**src/rtl/serial_frame_tx.sv**
```systemverilog
// Parallel-in, serial-out frame transmitter: start bit, DATA_W data bits LSB first,
// optional even-parity bit, stop bit. One frame in flight; all outputs come from flops.
module serial_frame_tx #(
    parameter int CLKS_PER_BIT = 4,
    parameter int DATA_W       = 8,
    parameter int PARITY_EN    = 0
) (
    input  logic              clk,
    input  logic              rs,
    input  logic [DATA_W-1:0] d,
    input  logic              load,
    output logic              ready,
    output logic              busy,
    output logic              tx,
    output logic              done
);
    localparam int CNT_W = $clog2(CLKS_PER_BIT) + 1;
    localparam int BIT_W = $clog2(DATA_W) + 1;
    localparam logic [CNT_W-1:0] CNT_LAST = CNT_W'(CLKS_PER_BIT - 1);
    localparam logic [BIT_W-1:0] BIT_LAST = BIT_W'(DATA_W - 1);

    typedef enum logic [2:0] {IDLE, START, DATA, PARITY, STOP} state_t;

    state_t            state_q;
    logic [DATA_W-1:0] shift_q;
    logic [DATA_W-1:0] shift_d;
    logic [CNT_W-1:0]  periodCnt_q;
    logic [BIT_W-1:0]  bitCnt_q;
    logic              parity_q;
    logic              ready_q;
    logic              busy_q;
    logic              tx_q;
    logic              done_q;
    logic              periodEnd;

    always_comb begin
        shift_d   = shift_q >> 1;
        periodEnd = (periodCnt_q == CNT_LAST);
    end

    // tx is loaded with the next bit on the same edge that ends the current bit period
    always_ff @(posedge clk or posedge rs) begin
        if (rs) begin
            state_q     <= IDLE;
            shift_q     <= '0;
            periodCnt_q <= '0;
            bitCnt_q    <= '0;
            parity_q    <= 1'b0;
            ready_q     <= 1'b1;
            busy_q      <= 1'b0;
            tx_q        <= 1'b1;
            done_q      <= 1'b0;
        end else begin
            done_q <= 1'b0;
            case (state_q)
                IDLE: begin
                    if (load && ready_q) begin
                        shift_q     <= d;
                        parity_q    <= ^d;
                        periodCnt_q <= '0;
                        bitCnt_q    <= '0;
                        tx_q        <= 1'b0;
                        ready_q     <= 1'b0;
                        busy_q      <= 1'b1;
                        state_q     <= START;
                    end
                end
                START: begin
                    if (periodEnd) begin
                        periodCnt_q <= '0;
                        tx_q        <= shift_q[0];
                        state_q     <= DATA;
                    end else begin
                        periodCnt_q <= periodCnt_q + CNT_W'(1);
                    end
                end
                DATA: begin
                    if (periodEnd) begin
                        periodCnt_q <= '0;
                        if (bitCnt_q == BIT_LAST) begin
                            bitCnt_q <= '0;
                            if (PARITY_EN != 0) begin
                                tx_q    <= parity_q;
                                state_q <= PARITY;
                            end else begin
                                tx_q    <= 1'b1;
                                state_q <= STOP;
                            end
                        end else begin
                            bitCnt_q <= bitCnt_q + BIT_W'(1);
                            shift_q  <= shift_d;
                            tx_q     <= shift_d[0];
                        end
                    end else begin
                        periodCnt_q <= periodCnt_q + CNT_W'(1);
                    end
                end
                PARITY: begin
                    if (periodEnd) begin
                        periodCnt_q <= '0;
                        tx_q        <= 1'b1;
                        state_q     <= STOP;
                    end else begin
                        periodCnt_q <= periodCnt_q + CNT_W'(1);
                    end
                end
                STOP: begin
                    if (periodEnd) begin
                        periodCnt_q <= '0;
                        ready_q     <= 1'b1;
                        busy_q      <= 1'b0;
                        done_q      <= 1'b1;
                        state_q     <= IDLE;
                    end else begin
                        periodCnt_q <= periodCnt_q + CNT_W'(1);
                    end
                end
                default: begin
                    tx_q    <= 1'b1;
                    ready_q <= 1'b1;
                    busy_q  <= 1'b0;
                    state_q <= IDLE;
                end
            endcase
        end
    end

    assign ready = ready_q;
    assign busy  = busy_q;
    assign tx    = tx_q;
    assign done  = done_q;
endmodule

```
**config.mk**
```make
export PLATFORM = sky130hd
export DESIGN_NAME = serial_frame_tx
export DESIGN_NICKNAME = d
export VERILOG_FILES = /design/src/rtl/serial_frame_tx.sv
export SDC_FILE = /design/constraint.sdc
export NUM_CORES = 1
export LEC_CHECK = 0
export CORE_MARGIN = 2
export CORE_UTILIZATION = 54
export CTS_CLUSTER_DIAMETER = 200
export DETAILED_ROUTE_END_ITERATION = 8
export HOLD_SLACK_MARGIN = 0.1
export PLACE_DENSITY = 0.78
export SKIP_CTS_REPAIR_TIMING = 1
export SLEW_MARGIN = 30
export SYNTH_ARGS = -nofsm -noshare
export SYNTH_HDL_FRONTEND = slang
export SYNTH_SLANG_ARGS = --single-unit
```
**constraint.sdc**
```tcl
create_clock -name clk -period 1.9 [get_ports clk]
set_input_delay 0.38 -clock clk [delete_from_list [all_inputs] [get_ports clk]]
set_output_delay 0.38 -clock clk [all_outputs]
set_load 0.01 [all_outputs]
```
==> impl_results.md <==
- Chip Width: 51.1 um
- Sw Share: 0.200
- Net count, final: around 140
- Worst setup EP type: primary output
- Setup_tns: 0 ns
- Post-layout min period: between 1.5 and 2 ns
- Power density cells: 498 nW/um^2
- ANT nets after route: 0
- Total GRT Usage: 0.193
- Yosys top cell by area: dfrtp_1
- PortBufs: 14
- Area share of the largest cell type after synthesis: 0.418
- Pleak: about 0.66 nW
- DP Wirelength: about 1600 um
- Data required, critical path: roughly 1.5 ns
- Clk_skew: between 0.002 and 0.0025 ns
- P_int: 0.575 mW
- Synth Flop Type: dfrtp_1
- Cell variety after synth: 36
- Async set-reset flop share out of synthesis: 1.00
- Synth area leaders: dfrtp_1 42%, mux2_4 8.8%, mux2_2 7.5%
- Final setup violation count: 0
- Highest-count cells in the layout ignoring fill and taps: 20 x dfrtp_1, 14 x clkdlybuf4s50_1, 10 x buf_4
- Placement Cell Area: ~1400 um^2
- # clock sinks: 22
- Setup CP Type: reg -> out
- Avg Inst Size Synth: approximately 11 um^2
- Peak VDD IR: between 400 and 500 uV
- Post-synth EDFFs: 0
- Reg power frac: 0.651
- Worst R2R Start: state_q[0]
- Die height: around 51 um
- Family with the most delay on the worst path: flip-flops
- # DRC: 0
- Critical Path Slowest Stage Cell: dfstp_2
- Combinational family with the most area after synthesis: compound AO/OA/AOI/OAI gates
- Synth-to-layout area growth: 20.8%
- Worst-margin pin slew: approximately 0.38 ns
- Skew-Pair Late Insertion Delay: around 0.29 ns
- Clk slew on worst S/H paths: ~0.11 ns
- Layout cells sized above 1: 0.269
- Slew Viols, Final: 0
- Post-Synthesis Net Count: 121
- Worst slew margin: 0.743
- Synth Area in XOR/XNOR: 0.00732
- Critical path buffer and inverter count: 1
- Drt pass-1 iters: 4
- Vias per cell: roughly 5.5
- Commonest non-fill, non-tap cell in the layout: dfrtp_1
- Clk root buf: clkbuf_4
- Total number of cells along the worst setup path: 1
- Fin crit share: 0.943
- Adder-cell area share of the yosys netlist: 0.0209
- Simple logic cell fraction of the synthesized area: 0.151
- Clock power frac: 0.294
- Initial antenna violation count: 0
- Final Hold Fails: 0
- Synth Area in Compound Gates: 0.163
- IO Pins: 15
- Global-route wire length before repair: 3810 um
- Die area: approximately 2600 um^2
- Via count of the first global-routing pass: 855
- Comb power frac: 0.055
- Crit-path max FO: 5
- Number of CTS-inserted buffers: 3
- Detailed-route via count: 875
- Fmax: ~560 MHz
- Bufs on Longest Clock Path: 2
- Wire per inst: 13.6 um
- RSZ-0062 raised after global routing: false
- Synthesized instance count: between 100 and 150
- Status: complete, no violations
- Filler instances: between 150 and 200
- R2R cell count: 4
- CTS tree: built
- Grt total ovfl: 0
- Maxcap violations: 0
- Starting Density: 0.557
- Seq/Total Area, Yosys: 0.462
- Post-synthesis mux area share: 0.163
- Final WL: 2140 um
- # H-tree levels: 1
- Flops & latches, synth: 22
- Largest net degree at the start of global routing: 23
- Synthesized area: 1200 um^2
- Cell Chain, Critical Path: clkdlybuf4s50_1
- DRT iter0 DRCs: 15
- Hold Crit Class: in -> async
- Core Rows: 17
- Synth Warn #: 0
- CP peak stage delay: around 0.58 ns
- Worst setup path start: ready
- Startpoint types: flip-flop
- # diodes: 0
- Placer Congestion: ~0.86
- Core Area: ~2100 um^2
- Net switching power: 0.144 mW
- CP arrival: between 1 and 1.5 ns
- Final Cell Area: between 1000 and 1500 um^2
==> per-stage QoR <==
step | util | power, mW | setup WS [ns] | hold WS [ns] | instances
after CTS | 0.673 | 0.730 | 0.0990 | 0.398 | 158
after detailed placement | 0.660 | 0.518 | -0.0551 | 0.492 | 154
after floorplan | - | 0.492 | 0.194 | 0.368 | 108
after global placement | 0.660 | 0.517 | -0.0222 | 0.484 | 154
after global routing | 0.673 | 0.749 | 0.0539 | 0.407 | 158
final | 0.673 | 0.719 | 0.108 | 0.397 | 158
==> metal layers <==
metal / vias to the layer above / share of wire / wire [um] / track usage
li1: 432 / - / - / -
met1: 425 / 0.46 / 993 / 0.263
met2: 16 / 0.49 / 1050 / 0.314
met3: 2 / 0.031 / 66 / 0.0175
met4: 0 / 0.013 / 28 / 0.0811
met5: - / 0 / 0 / 0
==> Yosys cell counts (2+ instances only) <==
cell type  instances
dfstp_2            2
nor3_1             2
a21o_1             2
nand3_1            3
clkbuf_1           4
nor2_1             8
ha_1               2
nor2b_1            2
o211a_1            2
mux2_4             7
nand2_1            8
inv_1              3
a211oi_1           2
o21ai_0            4
o21bai_1           2
mux2_2             8
dfrtp_1           20
a21oi_1            9
==> flip-flops by register name, indices dropped and copies added (netlist names) <==
name / count
tx: 1
done: 1
ready: 1
state_q: 3
periodCnt_q: 3
bitCnt_q: 4
shift_q: 8
busy: 1
==> power groups by stage <==
stage                     logic, mW  registers [mW]  clock network (mW)
after floorplan              0.0153           0.477                   0
after global placement       0.0396           0.477                   0
after detailed placement     0.0405           0.477                   0
after CTS                    0.0406           0.468               0.221
after global routing         0.0443           0.468               0.237
final                        0.0397           0.468               0.211
==> cell type report <==
| cell class | count | area (um^2) | share of cell area |
|---|---|---|---|
| Tap cell | 28 | 35.0 | 0.0242 |
| Inverter | 3 | 11.3 | 0.00779 |
| Clock buffer | 4 | 26.3 | 0.0182 |
| Multi-Input combinational cell | 77 | 604 | 0.418 |
| Timing Repair Buffer | 24 | 215 | 0.149 |
| Sequential cell | 22 | 553 | 0.383 |
==> path summary, 6_finish.rpt <==
| kind | endpoint | slack, ns |
|---|---|---|
| setup / recovery | ready | 0.11 |
| hold / removal | shift_q[7] | 0.40 |
| setup reg to reg | shift_q[0] | 0.14 |
| hold reg to reg | shift_q[5] | 0.52 |
| max in group asynchronous | ready | 1.22 |
| min in group clk | shift_q[5] | 0.52 |
==> cells by family (layout without fill, tap and decap cells) <==
group / Yosys count / count (layout)
simple gates: 31 / 31
compound gates: 28 / 28
flops: 22 / 22
mux: 15 / 15
buf+inv: 9 / 31
fa+ha+maj: 2 / 2
xor+xnor: 1 / 1
(Power assumes the default switching activity.)
